## src/rtl/measure_pkg.sv

```systemverilog
// Shared types and default widths for the frequency-measurement run-control sequencer.
package measure_pkg;

  localparam int DEF_GATE_W = 32;
  localparam int DEF_AVG_W  = 8;

  typedef enum logic [1:0] {
    ST_IDLE,
    ST_ARM,
    ST_WAIT,
    ST_OUT
  } state_e;

  // One core result as it appears on the measurement data bus.
  typedef struct packed {
    logic [DEF_GATE_W-1:0] ref_cnt;
    logic [DEF_GATE_W-1:0] sig_cnt;
  } meas_data_t;

endpackage

```

## src/rtl/measure_acc.sv

```systemverilog
// Dual {ref,sig} accumulator with a result counter; flags the result that completes an average.
module measure_acc
  import measure_pkg::*;
#(
  parameter int GATE_W = DEF_GATE_W,
  parameter int AVG_W  = DEF_AVG_W
) (
  input  logic                      clk_i,
  input  logic                      rst_i,
  input  logic                      clr_i,
  input  logic                      add_i,
  input  logic [AVG_W-1:0]          avg_num_i,
  input  logic [2*GATE_W-1:0]       data_i,
  output logic [GATE_W+AVG_W-1:0]   acc_sig_o,
  output logic [GATE_W+AVG_W-1:0]   acc_ref_o,
  output logic                      last_o
);

  localparam int ACC_W = GATE_W + AVG_W;

  logic [ACC_W-1:0] acc_sig_q;
  logic [ACC_W-1:0] acc_ref_q;
  logic [AVG_W-1:0] cnt_q;
  logic [AVG_W:0]   target;

  // An average count of zero behaves as one.
  assign target = (avg_num_i == '0) ? (AVG_W+1)'(1) : {1'b0, avg_num_i};
  assign last_o = ({1'b0, cnt_q} + (AVG_W+1)'(1)) == target;

  // NOTE: state registers use non-blocking assignments so every flop samples pre-edge values.
  always_ff @(posedge clk_i) begin
    if (rst_i || clr_i) begin
      acc_sig_q <= '0;
      acc_ref_q <= '0;
      cnt_q     <= '0;
    end else if (add_i) begin
      acc_sig_q <= acc_sig_q + ACC_W'(data_i[GATE_W-1:0]);
      acc_ref_q <= acc_ref_q + ACC_W'(data_i[2*GATE_W-1:GATE_W]);
      cnt_q     <= cnt_q + AVG_W'(1);
    end
  end

  assign acc_sig_o = acc_sig_q;
  assign acc_ref_o = acc_ref_q;

endmodule

```

## src/rtl/measure_ctrl.sv

```systemverilog
// Run-control sequencer: arms the measure core, averages N results, applies a per-result
// timeout and hands the summed {ref,sig} downstream on a valid/ready interface.
module measure_ctrl
  import measure_pkg::*;
#(
  parameter int GATE_W = DEF_GATE_W,
  parameter int AVG_W  = DEF_AVG_W
) (
  input  logic                    clk_i,
  input  logic                    rst_i,
  input  logic                    cmd_start_i,
  input  logic                    cmd_stop_i,
  input  logic                    cfg_cont_i,
  input  logic [GATE_W-1:0]       cfg_gate_time_i,
  input  logic [AVG_W-1:0]        cfg_avg_num_i,
  input  logic [GATE_W-1:0]       cfg_timeout_i,
  output logic                    meas_run_o,
  output logic [GATE_W-1:0]       meas_gate_time_o,
  input  logic                    meas_done_i,
  input  logic [2*GATE_W-1:0]     meas_data_i,
  output logic                    res_valid_o,
  input  logic                    res_ready_i,
  output logic [GATE_W+AVG_W-1:0] res_sig_o,
  output logic [GATE_W+AVG_W-1:0] res_ref_o,
  output logic                    busy_o,
  output logic                    timeout_o
);

  state_e             state_q, state_d;
  logic [GATE_W-1:0]  gate_q;
  logic [GATE_W-1:0]  tmo_q;
  logic [GATE_W-1:0]  wait_cnt_q;
  logic [GATE_W-1:0]  gate_out_q;
  logic [AVG_W-1:0]   avg_q;
  logic               cont_q;
  logic               stop_q;
  logic               timeout_q;

  logic latch_cfg;
  logic acc_clr;
  logic acc_add;
  logic acc_last;
  logic tmo_hit;
  logic tmo_fire;

  assign tmo_hit = (tmo_q != '0) && (wait_cnt_q == tmo_q);

  // NOTE: every combinational output gets a default first so no path infers a latch.
  always_comb begin
    state_d   = state_q;
    latch_cfg = 1'b0;
    acc_clr   = 1'b0;
    acc_add   = 1'b0;
    tmo_fire  = 1'b0;
    case (state_q)
      ST_IDLE: begin
        if (cmd_start_i) begin
          latch_cfg = 1'b1;
          acc_clr   = 1'b1;
          state_d   = ST_ARM;
        end
      end
      ST_ARM: state_d = ST_WAIT;
      ST_WAIT: begin
        // A result arriving on the timeout cycle takes precedence over the timeout.
        if (meas_done_i) begin
          acc_add = 1'b1;
          if (acc_last) state_d = ST_OUT;
        end else if (tmo_hit) begin
          tmo_fire = 1'b1;
          acc_clr  = 1'b1;
          state_d  = ST_IDLE;
        end
      end
      ST_OUT: begin
        if (res_ready_i) begin
          if (cont_q && !stop_q && !cmd_stop_i) begin
            acc_clr = 1'b1;
            state_d = ST_ARM;
          end else begin
            state_d = ST_IDLE;
          end
        end
      end
      default: state_d = ST_IDLE;
    endcase
  end

  always_ff @(posedge clk_i) begin
    if (rst_i) begin
      state_q    <= ST_IDLE;
      gate_q     <= '0;
      tmo_q      <= '0;
      avg_q      <= '0;
      cont_q     <= 1'b0;
      stop_q     <= 1'b0;
      timeout_q  <= 1'b0;
      wait_cnt_q <= '0;
      gate_out_q <= '0;
    end else begin
      state_q <= state_d;
      if (latch_cfg) begin
        gate_q <= cfg_gate_time_i;
        tmo_q  <= cfg_timeout_i;
        avg_q  <= cfg_avg_num_i;
        cont_q <= cfg_cont_i;
      end
      if (latch_cfg)     timeout_q <= 1'b0;
      else if (tmo_fire) timeout_q <= 1'b1;
      if (state_q == ST_ARM) begin
        gate_out_q <= gate_q;
        wait_cnt_q <= '0;
      end else if (state_q == ST_WAIT) begin
        wait_cnt_q <= meas_done_i ? '0 : wait_cnt_q + GATE_W'(1);
      end
      if (state_d == ST_IDLE)                     stop_q <= 1'b0;
      else if (cmd_stop_i && state_q != ST_IDLE) stop_q <= 1'b1;
    end
  end

  measure_acc #(
    .GATE_W (GATE_W),
    .AVG_W  (AVG_W)
  ) u_acc (
    .clk_i     (clk_i),
    .rst_i     (rst_i),
    .clr_i     (acc_clr),
    .add_i     (acc_add),
    .avg_num_i (avg_q),
    .data_i    (meas_data_i),
    .acc_sig_o (res_sig_o),
    .acc_ref_o (res_ref_o),
    .last_o    (acc_last)
  );

  assign meas_run_o       = (state_q == ST_WAIT);
  assign meas_gate_time_o = gate_out_q;
  assign res_valid_o      = (state_q == ST_OUT);
  assign busy_o           = (state_q != ST_IDLE);
  assign timeout_o        = timeout_q;

endmodule

```

## config.mk

```make
export PLATFORM = sky130hd
export DESIGN_NAME = measure_ctrl
export DESIGN_NICKNAME = d
export VERILOG_FILES = /design/src/rtl/measure_pkg.sv /design/src/rtl/measure_acc.sv /design/src/rtl/measure_ctrl.sv
export SDC_FILE = /design/constraint.sdc
export NUM_CORES = 1
export LEC_CHECK = 0
export CORE_MARGIN = 5
export CORE_UTILIZATION = 45
export CTS_CLUSTER_DIAMETER = 100
export DETAILED_ROUTE_END_ITERATION = 12
export PLACE_DENSITY = 0.71
export SLEW_MARGIN = 10
export SYNTH_ARGS = -nofsm -noshare
export SYNTH_HDL_FRONTEND = slang
export SYNTH_SLANG_ARGS = --single-unit
```

## constraint.sdc

```tcl
create_clock -name clk_i -period 4.35 [get_ports clk_i]
set_input_delay 1.0875 -clock clk_i [delete_from_list [all_inputs] [get_ports clk_i]]
set_output_delay 1.0875 -clock clk_i [all_outputs]
set_load 0.005 [all_outputs]
```

Yosys cells after proc, flatten, opt, wreduce, memory -nomap -nowiden

Index checks and enable logic that the tools add are counted.

Flip-flop bits (word level): 229

Add/subtract/negate cells: 5
Equality and inequality tests: 5
Mux-type cells: 19
Reductions and logical operators: 15

Operator list:

| kind                                                                  | count |
|---|---|
| 40-bit by 32-bit adder with 40-bit output                             | 2 |
| 32-bit by 1-bit adder with 32-bit output, second input constant       | 1 |
| 32-bit equality test                                                  | 1 |
| 32-bit two-way mux                                                    | 1 |
| 32-bit nonzero test                                                   | 1 |
| 1-bit two-way mux                                                     | 10 |
| 2-bit two-way mux                                                     | 5 |
| 8-bit by 1-bit adder with 9-bit output, second input constant         | 1 |
| 9-bit equality test                                                   | 1 |
| 8-bit by 1-bit adder with 8-bit output, second input constant         | 1 |
| 8-bit logical NOT                                                     | 1 |
| 8-bit two-way mux                                                     | 1 |
| 2-bit case mux with 4 select lines                                    | 1 |
| 2-bit OR reduction                                                    | 3 |
| 2-bit equality test, second input constant                            | 2 |
| 1-bit logical AND                                                     | 4 |
| 2-bit logical NOT                                                     | 2 |
| 1-bit case mux with 3 select lines                                    | 1 |
| 2-bit by 1-bit equality test with 1-bit output, second input constant | 1 |
| 1-bit logical NOT                                                     | 2 |
| 2-bit nonzero test                                                    | 1 |
| 1-bit logical OR                                                      | 1 |

Longest topological paths before layout

Gate-level depths: netlist (run 1).

Word-level depth: 8
Gate-level depth with buffers: 12
Mapped depth without buffers: 11

Cells and area by module

A second synthesis (run 1) with hierarchy kept.

Cells, all modules: 1606
Area, all modules: 12811.0 um^2

By module, submodules not included:

| module       | times used | cells an instance | area each (um^2) | seq. area each (um^2) |
|---|---|---|---|---|
| measure_acc  | 1          | 901               | 7094.3           | 1761.7 |
| measure_ctrl | 1          | 705               | 5716.7           | 2822.7 |

Worst setup path before layout (run 1)

No wires, ideal clock.

Kind: in2reg
Start: in meas_data_i[0]
End: reg u_acc.acc_sig_q[32], in the netlist u_acc.acc_sig_o[32]
Setup time: 127 ps
Data arrival time: 3476 ps
Data required time: 4223 ps
Setup slack: 747 ps
Stages: 11
Path buffers: 0
Path through: ha_1 > inv_1 > fa_1 > nand2b_1 > a211oi_1 > o21ai_1 > a41o_1 > a41oi_1 > o41a_1 > nor4b_1 > or3_1

Word-level cells in the longest chain between the ends: 1

RTL lines:

| what                                      | RTL line           | source |
|---|---|---|
| start, declared                           | measure_ctrl.sv:20 | `input logic [2*GATE_W-1:0] meas_data_i,` |
| 40-bit by 32-bit adder with 40-bit output | measure_acc.sv:37  | `acc_sig_q <= acc_sig_q + ACC_W'(data_i[GATE_W-1:0]);` |
| end signal, assigned                      | measure_acc.sv:37  |  |
| end, declared                             | measure_acc.sv:21  | `logic [ACC_W-1:0] acc_sig_q;` |

Every way passes these cells.
A chain may end at the register's enable or synchronous reset.

Worst setup path after layout (run 1)

Start: in meas_data_i[0]
End: reg u_acc.acc_sig_q[28], in the netlist u_acc.acc_sig_o[28]

The elaborated chain is that of the path after synthesis.

==> impl_metrics.ini, run 1 <==
[status]
status = finished clean

[worst_setup_path]
cp_slowest_stage_delay_ns = 0.47
critical_path_class = input pin to flip-flop
crit_path_max_fanout = 4
slowest_stage = sky130_fd_sc_hd__clkdlybuf4s50_1
crit_path_end_kind = flip-flop
crit_buf_inv = 3
critical_path_required_ns = 4.76
worst_path_arrival_ns = 4.21
cp_top_family = compound AO/OA/AOI/OAI gates
type_of_origin_of_the_critical_path = input pin
path_cells = clkdlybuf4s50_1, ha_1, inv_1, fa_1, nand2b_1, a211oi_1, o21ai_1, a41o_1, a41oi_1, buf_4, a31oi_1, and4_1, a311o_1

[timing]
fmaxAchievable_mhz = 263.1
final_max_slew_viol_count = 0
grt_setup_unrepaired = no
timing.final.crit_share_pct = 87.36
worst-slew-pin-transition_ns = 1.159
clock_skew_ns = 0.01024
finalSetupViolCount = 0
post-route-min-period_ns = 3.800
finalHoldViolCount = 0
maxSlewHeadroom_pct = 22.75
final.setup.tns_ns = 0

[clock_tree]
clock_path_buffers = 3
clkSlewWorstSetupHoldPaths_ns = 0.06
clk_sink_count = 229
post-cts-setup-buffers = 0
cts_repair_resize_count = 0
cts_tree = yes
htree_levels = 1
clockRootBuffer = sky130_fd_sc_hd__clkbuf_16
clock_insertion_delay_worst_skew_ns = 0.52
cts.hold.buffers_added = 0
cts_inserted_buffers = 26

[yosys]
syn_inst = 1494
yosysWarningCount = 0
post_synthesis_average_cell_area_um2 = 8.261
yosys_reg_bits = 229
synth_cell_area_mm2 = 0.01234
yosys.cell_types.count = 68
share_of_async_settable_or_async_resettable_flops_after_synthesis_pct = 0
synth_edf_count = 0
top_flip_flop_cell_by_instance_count_after_synthesis = sky130_fd_sc_hd__dfxtp_1
synth_sequential_area_ratio_pct = 37.15
synth_fp_nets = 1705

[grt]
global_route.overflow_total = 0
grt_max_degree = 74
grt_first_pass_wirelength_um = 57290
grt_antenna_before_repair = 4
grtUsageTotal_pct = 21.93
via_count_of_the_first_global_routing_pass = 11400

[cells_and_area]
area_growth_pct = 30.98
total_area_of_multi_input_combinational_cells_mm2 = 0.007341
register_area_mm2 = 0.004584
layoutNonFillerInstCount = 2085
drive_gt1_share_pct = 4.877
design.final.nets = 1938
final_util_pct = 59.98
n_fill_cell = 2397

[placement]
place_inst = 2040
dp_hpwl_um = 26060
placement.io_buffers = 258
routabilityCongestion = 0.8878

[power]
power_per_cell_area_mw_per_mm2 = 331.5
static-leakage-power_nw = 6.337
report.power.total_mw = 5.360
power.ir.vdd_worst_uv = 275.8

[drt]
drc = 0
drt_first_iter_violations = 671
route.vias.total = 11710
wire_per_inst_um = 17.10
detailedRoute.firstPassIterationCount = 5
totalWireLength_um = 35660
avgViaCountPerCell = 5.615
antenna_viol_nets_final = 0

[floorplan]
core_mm2 = 0.02695
die_y_um = 175.6
row_count = 60
initial_utilization_pct = 45.79
design.die.area_mm2 = 0.03084
ioPinCount = 259
fp.dieW_um = 175.6

[min_path]
min_path_type = flip-flop to flip-flop

[flow_run]
cap_violations = 0
## worst register-to-register path, stage by stage (launching register included)
cell	delay (ns)
sky130_fd_sc_hd__dfxtp_1	0.49
sky130_fd_sc_hd__nor2b_1	0.60
sky130_fd_sc_hd__nand3_1	0.19
sky130_fd_sc_hd__nor3_1	0.42
sky130_fd_sc_hd__and2_1	0.24
sky130_fd_sc_hd__nand4_1	0.24
sky130_fd_sc_hd__nand2b_1	0.33
sky130_fd_sc_hd__or3_1	0.38
sky130_fd_sc_hd__a21oi_1	0.14
## cell usage after synthesis, drive strengths merged (5+ instances only)
master | n | area (um2)
ha | 66 | 825.8
a31oi | 17 | 106.4
mux2i | 8 | 80.08
or4 | 11 | 82.58
nand3 | 53 | 265.3
o21a | 8 | 61.31
and3 | 24 | 150.1
o22ai | 9 | 56.30
a21oi | 149 | 745.7
nor4 | 24 | 156.4
inv | 38 | 142.6
a22o | 74 | 648.1
a21o | 25 | 187.7
xor2 | 70 | 613.1
o21ai | 54 | 270.3
o21bai | 8 | 60.06
nor2 | 106 | 397.9
nand2 | 215 | 807.0
dfxtp | 229 | 4584
o211ai | 12 | 95.09
nand4 | 29 | 181.4
nand2b | 19 | 118.9
xnor2 | 40 | 357.8
clkbuf | 58 | 217.7
nand3b | 5 | 37.54
a211oi | 19 | 142.6
nor3 | 15 | 75.07
or3 | 20 | 125.1
buf | 15 | 96.34
and2 | 8 | 50.05
nor2b | 12 | 75.07
## final timing paths
path	startpoint	endpoint	slack, ns	cells past startpoint
worst max-delay path	meas_data_i[0]	u_acc.acc_sig_o[28]	0.55	13
worst min-delay path	gate_q[23]	meas_gate_time_o[23]	0.45	2
worst max register to register	state_q[1]	wait_cnt_q[30]	1.23	8
worst min register to register	gate_q[23]	meas_gate_time_o[23]	0.45	2
## layout by cell type, fill, tap and decap left out, types with 11 or more instances in the layout
cell / n
sky130_fd_sc_hd__clkdlybuf4s50_1: 258
sky130_fd_sc_hd__dfxtp_1: 229
sky130_fd_sc_hd__nand2_1: 214
sky130_fd_sc_hd__a21oi_1: 148
sky130_fd_sc_hd__nor2_1: 104
sky130_fd_sc_hd__a22o_1: 74
sky130_fd_sc_hd__xor2_1: 70
sky130_fd_sc_hd__ha_1: 66
sky130_fd_sc_hd__nand3_1: 53
sky130_fd_sc_hd__o21ai_0: 53
sky130_fd_sc_hd__xnor2_1: 39
sky130_fd_sc_hd__inv_1: 38
sky130_fd_sc_hd__nand4_1: 29
sky130_fd_sc_hd__clkbuf_16: 27
sky130_fd_sc_hd__a21o_1: 25
sky130_fd_sc_hd__and3_1: 24
sky130_fd_sc_hd__nor4_1: 23
sky130_fd_sc_hd__or3_1: 20
sky130_fd_sc_hd__buf_4: 20
sky130_fd_sc_hd__a211oi_1: 19
sky130_fd_sc_hd__nand2b_1: 18
sky130_fd_sc_hd__a31oi_1: 17
sky130_fd_sc_hd__nor3_1: 15
sky130_fd_sc_hd__nor2b_1: 11
sky130_fd_sc_hd__or4_1: 11
sky130_fd_sc_hd__o211ai_1: 11
## report_power, final
part | total [mW] | internal [mW] | leakage [nW] | switching [mW]
Sequential | 2.24 | 2.18 | 1.86 | 0.0667
Combinational | 0.717 | 0.349 | 4.03 | 0.369
Clock | 2.40 | 1.51 | 0.448 | 0.885
## final cells by class
type	count	share of cell area [%]
Inverter	38	0.8824
Antenna cell	1	0.01548
Multi-Input combinational cell	1154	45.41
Sequential cell	229	28.36
Timing Repair Buffer	278	16.90
Clock inverter	12	1.370
Clock buffer	32	4.420
Tap cell	341	2.639
## metal layers
layer  vias to the layer above  track usage [%]  share of wire (%)
li1                       5852                -                  -
met1                      5457            28.63                 45
met2                       341            36.19                 45
met3                        51            6.672                8.6
met4                         6            4.353                1.6
met5                         -                0              0.093
## sequential cells by signal, indices dropped and copies added (netlist names)
register / cells
avg_q: 8
cont_q: 1
gate_q: 32
meas_gate_time_o: 32
state_q: 2
stop_q: 1
timeout_o: 1
tmo_q: 32
u_acc.acc_ref_o: 40
u_acc.acc_sig_o: 40
u_acc.cnt_q: 8
wait_cnt_q: 32
## per-stage QoR
| stage | setup slack [ns] | instance area (um2) | hold WS (ns) |
|---|---|---|---|
| global route | 0.3865 | 16170 | 0.4665 |
| floorplan | 0.7470 | 12340 | 0.4289 |
| CTS | 0.5504 | 16160 | 0.4537 |
| global placement | 0.07140 | 15230 | 0.4406 |
| finish | 0.5497 | 16170 | 0.4517 |
| detailed placement | 0.008489 | 15230 | 0.4451 |
## kinds of logic (layout without fill, tap and decap cells)
kind of cell,count (synthesis),count (layout),share of synthesized area (%)
other,0,1,0
AND/OR/NAND/NOR,558,558,21.60
flip-flops,229,229,37.15
XOR/XNOR,110,110,7.867
multiplexers,8,8,0.6488
adder cells (fa/ha/maj),68,68,7.015
buffers and inverters,111,360,3.700
AO/OA/AOI/OAI,410,410,22.02
(Power assumes the default switching activity.)
==> run 2: changes to the inputs <==
--- a/config.mk
+++ b/config.mk
@@ -9,6 +9,7 @@
 export CORE_UTILIZATION = 45
 export CTS_CLUSTER_DIAMETER = 100
 export DETAILED_ROUTE_END_ITERATION = 12
+export MAX_ROUTING_LAYER = met4
 export PLACE_DENSITY = 0.71
 export SLEW_MARGIN = 10
 export SYNTH_ARGS = -nofsm -noshare
==> run 2 against run 1 <==
Net effect: total power is 1.5% higher; sequential share of layout area is 0.088 points lower; die area stayed put; clock skew is 0.0015 ns higher; count of clock-buffer cells in the layout stayed put; combinational power hardly changed; flip-flop and latch count stayed put; cell count is 0.29% higher; via count is 0.46% higher; largest cell class unchanged.
==> impl_metrics.ini, run 2 (same netlist as run 1, synthesis figures left out) <==
[drt]
drt_first_iter_violations = 679
avgViaCountPerCell = 5.625
totalWireLength_um = 35880
antenna_viol_nets_final = 0
route.vias.total = 11760
wire_per_inst_um = 17.16
drc = 0
detailedRoute.firstPassIterationCount = 5

[floorplan]
die_y_um = 175.6
core_mm2 = 0.02695
initial_utilization_pct = 45.79
row_count = 60
fp.dieW_um = 175.6
design.die.area_mm2 = 0.03084
ioPinCount = 259

[grt]
grt_max_degree = 74
grt_first_pass_wirelength_um = 57930
grtUsageTotal_pct = 22.80
via_count_of_the_first_global_routing_pass = 11430
global_route.overflow_total = 0
grt_antenna_before_repair = 4

[min_path]
min_path_type = flip-flop to flip-flop

[power]
power.ir.vdd_worst_uv = 271.6
static-leakage-power_nw = 6.358
power_per_cell_area_mw_per_mm2 = 335.6

[timing]
timing.final.crit_share_pct = 88.19
layout_setup_ws_ns = 0.5139
finalHoldViolCount = 0
post-route-min-period_ns = 3.836
grt_setup_unrepaired = no
fmaxAchievable_mhz = 260.7
clock_skew_ns = 0.01171
worst-slew-pin-transition_ns = 1.175
finalSetupViolCount = 0
final_max_slew_viol_count = 0
final.setup.tns_ns = 0
maxSlewHeadroom_pct = 21.68

[clock_tree]
clock_insertion_delay_worst_skew_ns = 0.53
post-cts-setup-buffers = 0
clock_path_buffers = 3
cts_repair_resize_count = 0
cts.hold.buffers_added = 0
cts_tree = yes
htree_levels = 1
cts_inserted_buffers = 26
clk_sink_count = 229
clkSlewWorstSetupHoldPaths_ns = 0.07
clockRootBuffer = sky130_fd_sc_hd__clkbuf_16

[worst_setup_path]
slowest_stage = sky130_fd_sc_hd__clkdlybuf4s50_1
setup.reg_to_reg.worst_slack_ns = 1.20
crit_path_end_kind = flip-flop
cp_top_family = compound AO/OA/AOI/OAI gates
timing.critical_path.to = u_acc.acc_sig_o[28]
r2r_start = state_q[1]
worstReg2RegEnd = wait_cnt_q[26]
cp-startpoint = meas_data_i[0]
cp_slowest_stage_delay_ns = 0.48
critical_path_required_ns = 4.76
type_of_origin_of_the_critical_path = input pin
worst_path_arrival_ns = 4.25
crit_buf_inv = 3
timing.critical_path.depth = 13
reg2regPathDepth = 8
crit_path_max_fanout = 4
critical_path_class = input pin to flip-flop
path_cells = clkdlybuf4s50_1, ha_1, inv_1, fa_1, nand2b_1, a211oi_1, o21ai_1, a41o_1, a41oi_1, buf_4, a31oi_1, and4_1, a311o_1

[cells_and_area]
area_growth_pct = 31.39
design.final.nets = 1937
final_cell_mix = sky130_fd_sc_hd__clkdlybuf4s50_1, sky130_fd_sc_hd__dfxtp_1, sky130_fd_sc_hd__nand2_1, sky130_fd_sc_hd__a21oi_1, sky130_fd_sc_hd__nor2_1
final_cell_area_mm2 = 0.01622
layout.cells.most_common = sky130_fd_sc_hd__clkdlybuf4s50_1
drive_gt1_share_pct = 5.155

[placement]
dp_hpwl_um = 26340
placement_stage_cell_area_mm2 = 0.01522
routabilityCongestion = 0.9066
placement.setup.worst_slack_ns = 0.01348
placement.io_buffers = 258

[status]
status = finished clean

[flow_run]
cap_violations = 0
## run 2: layout make-up
class / count / area [um2]
diodes: 4 / 10.01
well taps: 341 / 426.7
clock buffers: 32 / 734.5
clock inverters: 16 / 251.5
repair buffers: 277 / 2725
multi-input cells: 1154 / 7341
fillers: 2417 / 10740
inverters: 38 / 142.6
flip-flops and latches: 229 / 4584
## run 2: worst min-delay path, delay by kind of cell, from the launching register on
kind	cells	cell delay, ns
AO/OA/AOI/OAI	1	0.05
AND/OR/NAND/NOR	1	0.05
flip-flops	1	0.31
## run 2: stage by stage
stage                     hold WS, ns  cells  utilization, %  power [mW]
after floorplan                0.4289   1494               -       2.693
after CTS                      0.4547   2087           60.13       5.501
after global placement         0.4405   2039           56.47       2.995
final                          0.4431   2091           60.17       5.441
after global routing           0.4667   2091           60.17       5.659
after detailed placement       0.4441   2039           56.47       3.005
## run 2: worst min path at each step
stage | startpoint | end | slack [ns] | cells after the start
6_report | gate_q[28] | meas_gate_time_o[28] | 0.44 | 2
5_1_grt | meas_gate_time_o[15] | meas_gate_time_o[15] | 0.47 | 2
4_1_cts | gate_q[28] | meas_gate_time_o[28] | 0.45 | 2
3_5_place_dp | gate_q[7] | meas_gate_time_o[7] | 0.44 | 2
3_3_place_gp | meas_gate_time_o[17] | meas_gate_time_o[17] | 0.44 | 2
2_1_floorplan | stop_q | stop_q | 0.43 | 2
## run 2: power breakdown
group          internal (mW)  switching, mW  leakage [nW]
combinational          0.348          0.370          4.03
sequential              2.18         0.0670          1.86
clock                   1.56          0.920         0.473
## run 2: metal layers
layer,routed length [um],share of wire [%],global-route usage [%]
met1,15730,44,28.84
met2,16110,45,36.60
met3,3372,9.4,6.888
met4,675,1.9,4.288
met5,0,0,-
==> run 3: changes to the inputs <==
--- a/config.mk
+++ b/config.mk
@@ -11,6 +11,7 @@
 export DETAILED_ROUTE_END_ITERATION = 12
 export MAX_ROUTING_LAYER = met4
 export PLACE_DENSITY = 0.71
+export RECOVER_POWER = 50
 export SLEW_MARGIN = 10
 export SYNTH_ARGS = -nofsm -noshare
 export SYNTH_HDL_FRONTEND = slang
==> run 3 against run 2 <==
Net effect: the run now ends with max-capacitance violations, max-slew violations left; via count rose by 0.18%; flip-flop and latch count did not move; design area barely moved; maximum frequency fell by 1.7%; largest power group unchanged; highest routed layer unchanged; first-iteration DRC count rose by 5.9%.
==> impl_metrics.ini, run 3 (same netlist as run 1, synthesis figures left out) <==
[cells_and_area]
final_cell_area_mm2 = 0.01621
register_area_mm2 = 0.004584
layout.cells.most_common = sky130_fd_sc_hd__dfxtp_1
area_growth_pct = 31.34
drive_gt1_share_pct = 5.097
final_cell_mix = sky130_fd_sc_hd__dfxtp_1, sky130_fd_sc_hd__nand2_1, sky130_fd_sc_hd__clkdlybuf4s50_1, sky130_fd_sc_hd__a21oi_1, sky130_fd_sc_hd__nor2_1
total_area_of_multi_input_combinational_cells_mm2 = 0.007341
n_fill_cell = 2418
design.final.nets = 1937

[power]
power.ir.vdd_worst_uv = 270.5
static-leakage-power_nw = 6.644
report.power.total_mw = 5.434
power.combinational.fraction_pct = 13.1
power_per_cell_area_mw_per_mm2 = 335.2
internal-power_mw = 4.078
p_sw_share_pct = 24.96
seqPwrFrac_pct = 41.3
clockPowerShare_pct = 45.7
p_sw_mw = 1.356

[worst_setup_path]
crit_path_end_kind = flip-flop
r2r_start = state_q[1]
crit_path_max_fanout = 38
worstReg2RegEnd = wait_cnt_q[26]
worst_path_arrival_ns = 4.24
reg2regPathDepth = 8
type_of_origin_of_the_critical_path = input pin
setup.reg_to_reg.worst_slack_ns = 1.19
critical_path_required_ns = 4.69
critical_path_class = input pin to flip-flop

[status]
status = finished with violations
violations_in_the_final_reports = max-capacitance violations, max-slew violations

[grt]
global_route.overflow_total = 0
grt_first_pass_wirelength_um = 57930
grt_antenna_before_repair = 4
via_count_of_the_first_global_routing_pass = 11430
grt_max_degree = 74
grtUsageTotal_pct = 22.80

[floorplan]
design.die.area_mm2 = 0.03084
ioPinCount = 259
initial_utilization_pct = 45.79
core_mm2 = 0.02695
die_y_um = 175.6
fp.dieW_um = 175.6
row_count = 60

[drt]
antenna_viol_nets_final = 0
avgViaCountPerCell = 5.635
wire_per_inst_um = 17.15
detailedRoute.firstPassIterationCount = 5
drc = 0
route.vias.total = 11780
drt_first_iter_violations = 719
totalWireLength_um = 35860

[clock_tree]
cts_inserted_buffers = 26
clockRootBuffer = sky130_fd_sc_hd__clkbuf_16
clk_sink_count = 229
htree_levels = 1
post-cts-setup-buffers = 0
clock_insertion_delay_worst_skew_ns = 0.53
cts_tree = yes
cts_repair_resize_count = 0
clock_path_buffers = 3
cts.hold.buffers_added = 0
clkSlewWorstSetupHoldPaths_ns = 0.07

[flow_run]
cap_violations = 1

[timing]
final_max_slew_viol_count = 39
clock_skew_ns = 0.01280
timing.final.crit_share_pct = 89.68
grt_setup_unrepaired = no
worst-slew-pin-transition_ns = 1.991
fmaxAchievable_mhz = 256.3
finalHoldViolCount = 0
final.setup.tns_ns = 0
maxSlewHeadroom_pct = -32.76
finalSetupViolCount = 0
post-route-min-period_ns = 3.901

[placement]
routabilityCongestion = 0.9066
dp_hpwl_um = 26340
placement_stage_cell_area_mm2 = 0.01522
placement.io_buffers = 258

[min_path]
hold_depth = 2
min_path_type = flip-flop to flip-flop
hold_end = meas_gate_time_o[28]
holdCritStartpoint = gate_q[28]
[run 3: layout make-up]
| type | instances | area share, % |
|---|---|---|
| clock buffers | 32 | 4.531 |
| flip-flops and latches | 229 | 28.28 |
| multi-input cells | 1154 | 45.29 |
| diodes | 4 | 0.06175 |
| repair buffers | 277 | 16.77 |
| well taps | 341 | 2.632 |
| inverters | 38 | 0.8800 |
| clock inverters | 16 | 1.552 |
[run 3: power groups by stage]
stage / clock network [mW] / logic (mW) / registers, mW
after global routing: 2.62 / 0.781 / 2.25
after CTS: 2.54 / 0.720 / 2.24
after detailed placement: 0 / 0.717 / 2.29
final: 2.48 / 0.711 / 2.24
after global placement: 0 / 0.708 / 2.29
after floorplan: 0 / 0.423 / 2.27
[run 3: routing by layer]
metal	track usage (%)	vias to the layer above	wire length, um
met5	-	-	0
met4	4.288	0	701
met3	6.888	48	3493
met2	36.60	376	16060
met1	28.84	5500	15600
li1	-	5858	-
[run 3: worst max path at each step]
stage,start,end,slack (ns),depth (start not counted)
2_1_floorplan,meas_data_i[0],u_acc.acc_sig_o[32],0.75,11
3_3_place_gp,meas_data_i[0],u_acc.acc_sig_o[32],0.06,13
3_5_place_dp,meas_data_i[0],u_acc.acc_sig_o[28],0.01,13
4_1_cts,meas_data_i[0],u_acc.acc_sig_o[28],0.55,13
5_1_grt,rst_i,wait_cnt_q[15],0.24,4
6_report,rst_i,wait_cnt_q[22],0.45,4
[run 3: metrics by stage]
stage          util, %  worst slack (ns)  hold WS (ns)  std cells
2_1_floorplan        -            0.7470        0.4289       1494
3_3_place_gp     56.47           0.06211        0.4405       2039
3_5_place_dp     56.47           0.01348        0.4441       2039
4_1_cts          60.13            0.5522        0.4547       2087
5_1_grt          60.14            0.2399        0.4638       2091
6_report         60.14            0.4490        0.4432       2091
[run 3: critical path, stage by stage]
cell	delay (ns)
sky130_fd_sc_hd__dlygate4sd3_1	0.53
sky130_fd_sc_hd__clkbuf_1	1.42
sky130_fd_sc_hd__or3_1	1.07
sky130_fd_sc_hd__a21oi_1	0.12
